**config.mk**
```make
export PLATFORM = sky130hd
export DESIGN_NAME = id_ex_stage
export DESIGN_NICKNAME = d
export VERILOG_FILES = /design/src/rtl/id_ex_stage.sv
export SDC_FILE = /design/constraint.sdc
export NUM_CORES = 1
export LEC_CHECK = 0
export CORE_UTILIZATION = 37
export DETAILED_ROUTE_END_ITERATION = 7
export PLACE_DENSITY = 0.77
export SLEW_MARGIN = 20
export SYNTH_ARGS = -nofsm -noshare
export SYNTH_HDL_FRONTEND = slang
export SYNTH_SLANG_ARGS = --single-unit
```
**constraint.sdc**
```tcl
create_clock -name clk -period 1.6 [get_ports clk]
set_input_delay 0.32 -clock clk [delete_from_list [all_inputs] [get_ports clk]]
set_output_delay 0.32 -clock clk [all_outputs]
set_load 0.02 [all_outputs]
```
**src/rtl/id_ex_stage.sv**
```systemverilog
// ID/EX pipeline register with load-use hazard detection and bubble insertion.
// Define ID_EX_PERF_EN to add the saturating bubble_count performance counter.
module id_ex_stage (
  input  logic        clk,
  input  logic        rst,
  input  logic        stall_in,
  input  logic        flush,
  input  logic        valid_id,
  input  logic [4:0]  rs_id,
  input  logic [4:0]  rt_id,
  input  logic [4:0]  rd_id,
  input  logic        uses_rt_id,
  input  logic [31:0] rdata1_id,
  input  logic [31:0] rdata2_id,
  input  logic [31:0] imm_id,
  input  logic [31:0] pc_id,
  input  logic        regwrite_id,
  input  logic        memread_id,
  input  logic        memwrite_id,
  input  logic        memtoreg_id,
  input  logic        regdst_id,
  input  logic        alusrc_id,
  input  logic [3:0]  aluop_id,
  output logic        valid_ex,
  output logic [4:0]  rs_ex,
  output logic [4:0]  rt_ex,
  output logic [4:0]  dest_ex,
  output logic [31:0] rdata1_ex,
  output logic [31:0] rdata2_ex,
  output logic [31:0] imm_ex,
  output logic [31:0] pc_ex,
  output logic        regwrite_ex,
  output logic        memread_ex,
  output logic        memwrite_ex,
  output logic        memtoreg_ex,
  output logic        alusrc_ex,
  output logic [3:0]  aluop_ex,
  output logic        load_use_stall
`ifdef ID_EX_PERF_EN
  ,
  output logic [31:0] bubble_count
`endif
);

  logic        valid_r;
  logic [4:0]  rs_r;
  logic [4:0]  rt_r;
  logic [4:0]  dest_r;
  logic [31:0] rdata1_r;
  logic [31:0] rdata2_r;
  logic [31:0] imm_r;
  logic [31:0] pc_r;
  logic        regwrite_r;
  logic        memread_r;
  logic        memwrite_r;
  logic        memtoreg_r;
  logic        alusrc_r;
  logic [3:0]  aluop_r;

  logic        load_use_s;
  logic        bubble_s;
  logic        hold_s;
  logic [4:0]  dest_s;

  // A load into $0 never hazards; rt only matters when the ID instruction reads it.
  assign load_use_s = valid_r & memread_r & (dest_r != 5'd0) & valid_id &
                      ((dest_r == rs_id) | (uses_rt_id & (dest_r == rt_id)));
  assign dest_s     = regdst_id ? rd_id : rt_id;

  // Resolve this cycle's update: flush beats the downstream hold, which beats load-use.
  always_comb begin
    bubble_s = 1'b0;
    hold_s   = 1'b0;
    if (flush) begin
      bubble_s = 1'b1;
    end else if (stall_in) begin
      hold_s = 1'b1;
    end else if (load_use_s) begin
      bubble_s = 1'b1;
    end else begin
      bubble_s = 1'b0;
      hold_s   = 1'b0;
    end
  end

  // EX register bank: clear on reset or bubble, freeze on hold, otherwise capture ID.
  always_ff @(posedge clk) begin
    if (rst || bubble_s) begin
      valid_r    <= 1'b0;
      rs_r       <= 5'd0;
      rt_r       <= 5'd0;
      dest_r     <= 5'd0;
      rdata1_r   <= 32'd0;
      rdata2_r   <= 32'd0;
      imm_r      <= 32'd0;
      pc_r       <= 32'd0;
      regwrite_r <= 1'b0;
      memread_r  <= 1'b0;
      memwrite_r <= 1'b0;
      memtoreg_r <= 1'b0;
      alusrc_r   <= 1'b0;
      aluop_r    <= 4'd0;
    end else if (!hold_s) begin
      valid_r    <= valid_id;
      rs_r       <= rs_id;
      rt_r       <= rt_id;
      dest_r     <= dest_s;
      rdata1_r   <= rdata1_id;
      rdata2_r   <= rdata2_id;
      imm_r      <= imm_id;
      pc_r       <= pc_id;
      regwrite_r <= regwrite_id & valid_id;
      memread_r  <= memread_id  & valid_id;
      memwrite_r <= memwrite_id & valid_id;
      memtoreg_r <= memtoreg_id & valid_id;
      alusrc_r   <= alusrc_id   & valid_id;
      aluop_r    <= aluop_id;
    end
  end

  assign valid_ex       = valid_r;
  assign rs_ex          = rs_r;
  assign rt_ex          = rt_r;
  assign dest_ex        = dest_r;
  assign rdata1_ex      = rdata1_r;
  assign rdata2_ex      = rdata2_r;
  assign imm_ex         = imm_r;
  assign pc_ex          = pc_r;
  assign regwrite_ex    = regwrite_r;
  assign memread_ex     = memread_r;
  assign memwrite_ex    = memwrite_r;
  assign memtoreg_ex    = memtoreg_r;
  assign alusrc_ex      = alusrc_r;
  assign aluop_ex       = aluop_r;
  assign load_use_stall = load_use_s;

`ifdef ID_EX_PERF_EN
  logic [31:0] bubble_count_r;

  // Saturating count of inserted bubbles; a simultaneous flush and hazard counts once.
  always_ff @(posedge clk) begin
    if (rst) begin
      bubble_count_r <= 32'd0;
    end else if (bubble_s && (bubble_count_r != 32'hFFFF_FFFF)) begin
      bubble_count_r <= bubble_count_r + 32'd1;
    end
  end

  assign bubble_count = bubble_count_r;
`endif

endmodule

```
==> flow_metrics.tcl <==
set metrics [dict create \
    status "complete, but fails checks" \
    violations "negative setup slack" \
    worstPathRequired_ns 1.28 \
    fin_worst_skew_ns 0.008552 \
    synth-edff-count 0 \
    setup_slack_ns -0.4601 \
    place_congestion 0.8507 \
    num_io_pins 313 \
    totalPowerFinal_mw 10.33 \
    synthArstFlopShare 0 \
    n_antenna_cell 0 \
    clkPwrFrac 0.404 \
    yosys.cell_count.top_type "dfxtp_1" \
    first_pass_iters 6 \
    synth_common_cells "153 x dfxtp_1, 150 x nand2_1, 143 x a32oi_1" \
    synth_ff_type "dfxtp_1" \
    hpwl_um 14710 \
    p_sw_mw 2.828 \
    dpl_cell_area_um2 10160 \
    gr-total-overflow 0 \
    dpl_worst_slack_ns -0.9308 \
    ys_ff_latch 153 \
    top_usage_layer "met2" \
    dieArea_um2 17830 \
    final_nets 1249 \
    track_usage 0.2863 \
    cts_root_buf "clkbuf_16" \
    fin_crit_ns 2.060 \
    numCtsBuffers 17 \
    antenna_found_initial 0 \
    power_density_nw_per_um2 849.5 \
    met3_usage 0.06811 \
    die_h_um 133.5 \
    tightest_slew_ns 0.4127 \
    synthTopCellsByArea "dfxtp_1 48%, a32oi_1 20%, nand2_1 8.8%, o21ai_0 6.4%, o21ai_1 5.2%" \
    endpoint_kind "primary output" \
    cap_violations 0 \
    vias_per_cell 5.712 \
    cts.sinks 153 \
    clk_pin_slew_ns 0.07 \
    critical_path_class "reg2out" \
    clockBufferDepth 2 \
    irDropWorstVdd_mv 0.6850 \
    ys_seq_area_frac 0.4785 \
    p_sw_frac 0.2737 \
    leakage_nw 5.123 \
    finalMaxSlewViolations 0 \
    p_int_mw 7.506 \
    nFillCells 1217 \
    worst_slew_margin_rel 0.7248 \
    via_count 7557 \
    postRouteAntennaNets 0 \
    met2_usage 0.4959 \
    chipWidth_um 133.5 \
    design.core.area_um2 16760 \
    worstPathArrival_ns 1.74 \
    cp-start-kind "register" \
    syn_area_per_cell_um2 8.781 \
    yosys_warnings 0 \
    htreeDepth 4 \
    p_comb_frac 0.191 \
    portBuffers 312 \
    rows 47 \
    initial_core_util 0.3819 \
    hp-class "in2reg" \
    max_freq_mhz 485.4 \
    hold_viol 0 \
    worstPathMaxFanout 2 \
    seq_power_share 0.405 \
    grt_pass1_wl_um 39790 \
    setup_viol 154 \
    synth_area_leader_cell "dfxtp_1" \
    synth_cells 729 \
    drtIter0Drc 524 \
    whs_ns 0.2498 \
    drt-wirelength-per-cell_um 20.99 \
    synth_top_cell_area_share 0.4785 \
    synthDistinctLibCells 25 \
    synth_nets 888 \
    synth_area_um2 6401 \
    grt_max_degree 73 \
    ctsHoldBuffers 0 \
    ff2ff_setup_slack_ns -0.37 \
    first_global_vias 7263 \
    fin_crit_sh 1.288 \
    area_growth_pct 90.05 \
    tritoncts "built" \
    rsz0062_at_grt "yes" \
    clock_latency_ns 0.42 \
    use_met1 0.3363 \
    drive_gt1_frac 0.1877 \
    route.detailed.drc 0 \
    fin_tns_setup_ns -44.53 \
    final_area_um2 12170 \
    wirelength_um 27770 \
]
## per-stage QoR
step	util	cells
3_3_place_gp	0.6061	1237
6_report	0.7259	1323
4_1_cts	0.6912	1307
5_1_grt	0.7259	1323
3_5_place_dp	0.6061	1237
2_1_floorplan	-	729
## cells in the final DEF, fill, tap and decap left out, types with 2 or more instances in the layout
cell type          n
clkdlybuf4s50_1  157
dlygate4sd2_1    151
nand2_1          150
o21ai_1          148
dfxtp_1          148
a32oi_1          111
buf_4             36
buf_12            36
a32oi_2           32
clkbuf_16         29
buf_16            16
buf_6              8
xnor2_2            7
and3_1             6
mux2i_1            5
o211ai_1           5
a21oi_2            5
nand3_1            5
a22oi_2            5
inv_6              4
bufbuf_16          4
dfxtp_2            4
xnor2_1            3
clkinvlp_4         3
buf_8              3
nor2_4             2
clkbuf_1           2
bufinv_16          2
## flip-flops by register name, indices dropped and copies added (netlist names)
signal	cells
memtoreg_ex	1
dest_ex	5
imm_ex	32
pc_ex	32
rdata1_ex	32
rs_ex	5
aluop_ex	4
alusrc_ex	1
valid_ex	1
rt_ex	5
memwrite_ex	1
regwrite_ex	1
rdata2_ex	32
memread_ex	1
## cell type report
class	count	area, µm²	area share
clock buffers	21	471.7	0.03877
repair buffers	425	4893	0.4022
clock inverters	11	133.9	0.01100
well taps	220	275.3	0.02263
flip-flops and latches	153	3072	0.2525
multi-input cells	493	3319	0.2729
## cell families (layout without fill, tap and decap cells)
group / count (synthesis) / after routing / share of synthesized area
AND/OR/NAND/NOR: 170 / 170 / 0.1059
XOR/XNOR: 10 / 10 / 0.01368
buffers and inverters: 83 / 457 / 0.06372
multiplexers: 5 / 5 / 0.007819
flip-flops: 153 / 153 / 0.4785
AO/OA/AOI/OAI: 308 / 308 / 0.3303
## per-layer routing
| metal | wire length, µm | part of all wire |
|---|---|---|
| met5 | 0 | 0 |
| met4 | 986 | 0.036 |
| met2 | 13880 | 0.50 |
| met3 | 2096 | 0.075 |
| met1 | 10810 | 0.39 |
## path summary, 6_finish.rpt
kind,from,end,depth (start not counted)
setup / recovery,dest_ex[3],load_use_stall,4
hold / removal,rt_id[1],rt_ex[1],3
setup reg to reg,dest_ex[3],rdata2_ex[4],8
hold reg to reg,rdata2_ex[17],rdata2_ex[17],2
## power by group through the flow
stage          logic (mW)  registers (mW)  clock network [mW]
2_1_floorplan       0.438            4.55                   0
3_3_place_gp         1.89            4.25                   0
3_5_place_dp         1.91            4.26                   0
4_1_cts              1.88            4.17                4.22
5_1_grt              2.09            4.21                4.39
6_report             1.97            4.19                4.17
## timing repair
action                     CTS  global route
resized for setup          217           101
gates cloned                22            11
setup buffers               17            12
pin swaps                   21            39
setup endpoints to repair  307           157
## critical path: stages, from the launching register on
cell,delay [ns]
dfxtp_4,0.35
or4_4,0.54
o21ai_4,0.22
nor2b_4,0.08
buf_6,0.13
Note: power is estimated with default switching activity, not from simulation.
